<file path="config.mk">
export PLATFORM = sky130hd
export DESIGN_NAME = pwm_gate_ctrl
export DESIGN_NICKNAME = d
export VERILOG_FILES = /design/src/rtl/pwm_gate_ctrl.sv
export SDC_FILE = /design/constraint.sdc
export NUM_CORES = 1
export LEC_CHECK = 0
export ABC_AREA = 1
export BUFFER_PORTS_ARGS = -buffer_cell sky130_fd_sc_hd__buf_4
export CAP_MARGIN = 10
export CORE_MARGIN = 10
export CORE_UTILIZATION = 45
export DETAILED_ROUTE_END_ITERATION = 6
export PLACE_DENSITY_LB_ADDON = 0.3
export SETUP_SLACK_MARGIN = 0.15
export SLEW_MARGIN = 10
export SYNTH_ARGS = -nofsm -noshare
export SYNTH_HDL_FRONTEND = slang
export SYNTH_SLANG_ARGS = --single-unit
</file>
<file path="constraint.sdc">
create_clock -name CLK_50M -period 1.88 [get_ports CLK_50M]
set_input_delay 0.376 -clock CLK_50M [delete_from_list [all_inputs] [get_ports CLK_50M]]
set_output_delay 0.376 -clock CLK_50M [all_outputs]
set_load 0.03 [all_outputs]
</file>
<file path="src/rtl/pwm_gate_ctrl.sv">
// pwm_gate_ctrl: gates N_CH PWM lines to the gate drivers behind a power-up delay,
// a software enable with re-arm delay, a filtered latching fault trip and a shoot-through kill.
module pwm_gate_ctrl #(
  parameter int N_CH         = 10,
  parameter int DELAY_CYCLES = 15000000,
  parameter int REARM_CYCLES = 50000,
  parameter int CNT_W        = 24,
  parameter int FLT_FILT     = 8,
  parameter int PAIR_CHK     = 1
) (
  input  logic            CLK_50M,
  input  logic            Rst,
  input  logic [N_CH-1:0] pwm_in,
  input  logic            en_req,
  input  logic            fault_in,
  input  logic            clr_fault,
  output logic [N_CH-1:0] pwm_out,
  output logic [2:0]      state,
  output logic            fault_latched,
  output logic            st_err,
  output logic [7:0]      trip_cnt
);

  localparam int N_PAIR = ((N_CH / 2) > 0) ? (N_CH / 2) : 1;
  localparam int FW     = $clog2(FLT_FILT + 1);

  localparam logic [CNT_W-1:0] LP_DLY_LAST = CNT_W'(DELAY_CYCLES - 1);
  localparam logic [CNT_W-1:0] LP_ARM_LAST = CNT_W'(REARM_CYCLES - 1);
  localparam logic [FW-1:0]    LP_FLT_SAT  = FW'(FLT_FILT);

  typedef enum logic [2:0] {
    ST_POWERUP = 3'd0,
    ST_IDLE    = 3'd1,
    ST_ARM     = 3'd2,
    ST_RUN     = 3'd3,
    ST_FAULT   = 3'd4
  } state_t;

  state_t            r_state;
  state_t            w_state_nxt;
  logic [CNT_W-1:0]  r_cnt;
  logic              r_gate_en;
  logic              r_fault_latched;
  logic [7:0]        r_trip_cnt;
  logic              r_flt_p0;
  logic              r_flt_p1;
  logic [FW-1:0]     r_flt_cnt;
  logic              r_st_evt;
  logic              r_st_err;

  logic [N_PAIR-1:0] w_pair_st;
  logic [N_CH-1:0]   w_st_kill;
  logic              w_st_any;
  logic              w_flt_ok;
  logic              w_clr_ok;
  logic              w_enter_flt;

  function automatic logic [7:0] sat_inc8(input logic [7:0] v);
    return (v == 8'hFF) ? v : (v + 8'd1);
  endfunction

  function automatic logic [FW-1:0] flt_step(input logic hi, input logic [FW-1:0] c);
    if (!hi)
      return '0;
    else if (c == LP_FLT_SAT)
      return c;
    else
      return c + FW'(1);
  endfunction

  // Complementary pair check: both legs high kills the pair in the same cycle
  generate
    if (PAIR_CHK != 0) begin : g_pair
      for (genvar k = 0; k < N_CH / 2; k++) begin : g_k
        assign w_pair_st[k]       = pwm_in[2*k] & pwm_in[2*k+1];
        assign w_st_kill[2*k]     = w_pair_st[k];
        assign w_st_kill[2*k+1]   = w_pair_st[k];
      end
    end else begin : g_nopair
      assign w_pair_st = '0;
      assign w_st_kill = '0;
    end
  endgenerate

  assign w_st_any = |w_pair_st;
  assign w_flt_ok = (r_flt_cnt == LP_FLT_SAT);

  assign pwm_out       = pwm_in & {N_CH{r_gate_en}} & ~w_st_kill;
  assign state         = r_state;
  assign fault_latched = r_fault_latched;
  assign st_err        = r_st_err;
  assign trip_cnt      = r_trip_cnt;

  // Stage p0/p1: fault_in synchroniser, then the run-length filter
  always_ff @(posedge CLK_50M or posedge Rst) begin
    if (Rst) begin
      r_flt_p0  <= 1'b0;
      r_flt_p1  <= 1'b0;
      r_flt_cnt <= '0;
    end else begin
      r_flt_p0  <= fault_in;
      r_flt_p1  <= r_flt_p0;
      r_flt_cnt <= flt_step(r_flt_p1, r_flt_cnt);
    end
  end

  assign w_enter_flt = (r_state != ST_FAULT) && (w_flt_ok || r_st_evt);
  assign w_clr_ok    = (r_state == ST_FAULT) && clr_fault && !w_flt_ok
                       && !w_st_any && !r_st_evt;

  always_comb begin
    w_state_nxt = r_state;
    case (r_state)
      ST_POWERUP: if (r_cnt == LP_DLY_LAST) w_state_nxt = en_req ? ST_RUN : ST_IDLE;
      ST_IDLE:    if (en_req) w_state_nxt = ST_ARM;
      ST_ARM: begin
        if (!en_req)
          w_state_nxt = ST_IDLE;
        else if (r_cnt == LP_ARM_LAST)
          w_state_nxt = ST_RUN;
      end
      ST_RUN:     if (!en_req) w_state_nxt = ST_IDLE;
      ST_FAULT:   if (w_clr_ok) w_state_nxt = ST_IDLE;
      default:    w_state_nxt = ST_POWERUP;
    endcase
    if (w_enter_flt)
      w_state_nxt = ST_FAULT;
  end

  always_ff @(posedge CLK_50M or posedge Rst) begin
    if (Rst)
      r_state <= ST_POWERUP;
    else
      r_state <= w_state_nxt;
  end

  // Delay counter restarts on every state change; only POWERUP and ARM count
  always_ff @(posedge CLK_50M or posedge Rst) begin
    if (Rst) begin
      r_cnt <= '0;
    end else if (w_state_nxt != r_state) begin
      r_cnt <= '0;
    end else if ((r_state == ST_POWERUP) || (r_state == ST_ARM)) begin
      r_cnt <= r_cnt + CNT_W'(1);
    end
  end

  always_ff @(posedge CLK_50M or posedge Rst) begin
    if (Rst) begin
      r_gate_en       <= 1'b0;
      r_fault_latched <= 1'b0;
      r_trip_cnt      <= '0;
    end else begin
      r_gate_en       <= (w_state_nxt == ST_RUN);
      r_fault_latched <= (w_state_nxt == ST_FAULT);
      if (w_enter_flt)
        r_trip_cnt <= sat_inc8(r_trip_cnt);
    end
  end

  // Stage p1: registered shoot-through event feeds the FSM as an unfiltered trip
  always_ff @(posedge CLK_50M or posedge Rst) begin
    if (Rst) begin
      r_st_evt <= 1'b0;
      r_st_err <= 1'b0;
    end else begin
      r_st_evt <= w_st_any;
      if (w_st_any)
        r_st_err <= 1'b1;
      else if (w_clr_ok)
        r_st_err <= 1'b0;
    end
  end

endmodule

</file>
==> qor_table.md <==
| Item | Value |
| --- | --- |
| Result of the run | finished with violations |
| Violations in the final reports | negative setup slack |
| Routed vias | 2359 |
| Area added between synthesis and finish | 37.7% |
| Number of primary I/O pins | 38 |
| Number of antenna diodes | 0 |
| Placed cell count | 444 |
| Die boundary width | 95.4 um |
| Syn Nets | 343 |
| Routability Congestion | 0.887 |
| Area leader, netlist | dfrtp_1 |
| Post-Place Cell Area | 3030 um2 |
| Post-synth EDFFs | 0 |
| Global-route wire length before repair | 10700 um |
| Clock transition at the registers of the reported paths | 90 ps |
| Part of the Yosys area used for sequential elements | 44.0% |
| Worst Setup Start Kind | flop |
| Total count of hold-check failures in the final report | 0 |
| Setup TNS Final | -226 ps |
| RSZ-0062 raised after global routing | yes |
| Max Root-Sink Buffers | 2 |
| Count of TritonRoute iterations in the first routing pass | 4 |
| Count of cell types in the netlist | 30 |
| Worst clock skew | 8.91 ps |
| Vias per std cell | 5.02 |
| Power density normalized to cell area | 662 nW/um2 |
| Non-Filler Cell Area, Final | 3520 um2 |
| Final setup violation count | 20 |
| Number of instances in the synthesized netlist | 324 |
| Post-route minimum period | 1900 ps |
| Crit path required time | 2090 ps |
| Total routing resource utilization after global routing | 14.6% |
| Minimum setup slack in the final design | -18.7 ps |
| Floorplan row count | 27 |
| Actual slew at the worst max-slew pin | 409 ps |
| Maximum clock frequency | 527 MHz |
| Fraction of synthesized cell area taken by the top area cell type | 44.0% |
| Crit path max fanout | 9 |
| CTS tree | done |
| Type of the most critical hold path | input port to asynchronous set/reset pin |
| Largest net degree at the start of global routing | 29 |
| Clk sink count | 45 |
| Number of DRC violations after detailed-routing iteration 0 | 137 |
| Leading cell types by total area after synthesis | dfrtp_1 (44%), nand2_1 (11%), nor2_1 (7.8%), xor2_1 (6.5%), nand3_1 (5.1%) |
| Core area | 5510 um2 |
| Antenna violations before repair | 0 |
| Die Span Y | 95.4 um |
| CTS H-tree depth | 2 |
| Net total in the final layout | 416 |
| Data arrival time of the worst path | 2110 ps |
| HPWL after detailed placement | 4280 um |
| Number of input and output port buffers inserted | 37 |
| Clock buffer count from CTS | 5 |
| Number of DRC violations after detailed routing | 0 |
| Total congestion overflow | 0 |
| Syn Area/Cell | 7.90 um2 |
| Ys flop type | dfrtp_1 |
| Hold Buf Count CTS | 0 |
| DIE AREA | 9100 um2 |
| Clock network latency to the later pin of the worst-skew pair | 310 ps |
| Via count of the first global-routing pass | 2275 |
| Period Utilization, post-route | 101% |
| Non-filler cells, final | 470 |
| Layout cell share with drive strength beyond 1 | 37.9% |
| End-of-flow core utilization | 64.0% |
| Pleak | 1.64 nW |
| Routed wire per std cell | 13.8 um |
| Root cell of the clock tree | clkbuf_8 |
| Max VDD drop | 0.695 mV |
| Total of max-cap violations | 0 |
| Mapped cell area | 2560 um2 |
| Final max-slew violation count | 0 |
| Share of async-settable or async-resettable flops after synthesis | 100% |
| Slew headroom | 72.7% |
| Number of nets with antenna violations after detailed routing | 0 |
| Yosys warning total | 0 |
| Category of the worst setup path capture point | flop |
| Number of flip-flops and latches in the synthesized netlist | 45 |
| Critical Setup Path Class | flop to flop |
| Initial cell density of the core | 46.5% |
| Total Routed Length | 6510 um |
## logic make-up after synthesis
group | synth area share (%)
compound gates | 2.89
xor+xnor | 8.90
fa+ha+maj | 1.96
buf+inv | 6.80
flops | 44.0
mux | 0.391
simple gates | 35.1
## stage by stage
step | hold slack (ps) | setup slack, ps | power [W]
floorplan | 331 | 154 | 0.00138
global placement | 335 | 57.8 | 0.00157
detailed placement | 336 | -25.3 | 0.00158
CTS | 62.4 | 44.9 | 0.00231
global route | 69.6 | -148 | 0.00244
finish | 48.0 | -18.7 | 0.00233
## sequential cells by signal (all words and copies together), names as in the netlist
name           count
trip_cnt           8
r_flt_cnt          4
r_st_evt           1
r_flt_p1           1
state              3
fault_latched      1
r_gate_en          1
r_cnt             24
st_err             1
r_flt_p0           1
## routing by layer
metal / GRT usage, % / wire [um] / vias to the layer above
met5: 0 / 0 / -
met4: 5.77 / 114 / 0
li1: - / - / 1154
met2: 25.3 / 3240 / 66
met3: 3.46 / 330 / 11
met1: 17.0 / 2820 / 1128
## worst paths after layout
| check | startpoint | slack, ps | to | cells after the start |
|---|---|---|---|---|
| max in group asynchronous | Rst | 1340 | r_cnt[8] | 3 |
| min in group CLK_50M | fault_in | 160 | r_flt_p0 | 1 |
| setup / recovery | r_cnt[1] | -20 | r_cnt[11] | 15 |
| hold / removal | Rst | 50 | fault_latched | 2 |
| setup reg to reg | r_cnt[1] | -20 | r_cnt[11] | 15 |
| hold reg to reg | r_flt_p0 | 360 | r_flt_p1 | 0 |
## layout make-up
cell class / count / area [um2]
inverter: 40 / 155
multi-input combinational: 237 / 1460
timing repair buffer: 68 / 591
clock inverter: 2 / 16.3
clock buffer: 6 / 82.6
fill: 458 / 1980
sequential: 45 / 1130
tap: 72 / 90.1
## cells in the mapped netlist, types with 2 or more instances
library cell and number:
nor3_1 9, nand4_1 4, dfrtp_1 45, nor2_1 53, inv_1 34, nand2_2 6, a21oi_1 3, buf_6 2
inv_2 4, xor2_1 19, nand3_1 26, nor2_2 18, o21ai_0 3, ha_1 4, nand2_1 73, xnor2_1 7
## cell usage in the layout (no fill, tap or decap), types with 2 or more instances in the layout
cell type	n
ha_1	2
nand2_2	11
nand3_1	23
inv_1	29
o21ai_0	3
nor3_4	2
nand4_1	4
clkbuf_8	6
nand3_4	2
nand2_1	65
xor2_1	18
nand3_2	2
nor2_2	24
buf_6	4
nor2_4	10
buf_16	2
clkinvlp_4	2
buf_12	2
nand2_4	4
a21oi_1	3
xnor2_1	6
inv_2	9
buf_4	60
nor3_1	9
nor2_1	37
dfrtp_2	2
dfrtp_1	43
## timing repair
item	4_1_cts	5_1_grt
endpoints found under the setup margin	25	32
setup buffers	10	6
pin swaps	14	10
gates resized for setup	38	22
gates cloned	2	0
## worst max-delay path: stages (launching register included)
cell and delay, ps:
dfrtp_1 370, ha_2 190, nand2_2 70, nor2_4 120, nand2_2 90, nor2_4 140
nand3_2 70, nand2_1 70, inv_1 60, nand2_2 70, nand2_2 70, nand2_2 60
nand2_2 60, nand2_4 140, buf_16 160, nor2_1 40
## report_power, final
group / total [W] / switching, W / internal (W)
Clock: 0.000667 / 0.000364 / 0.000303
Sequential: 0.00110 / 0.0000698 / 0.00103
Combinational: 0.000561 / 0.000307 / 0.000254
No activity file was read; power rests on OpenSTA's default activity.
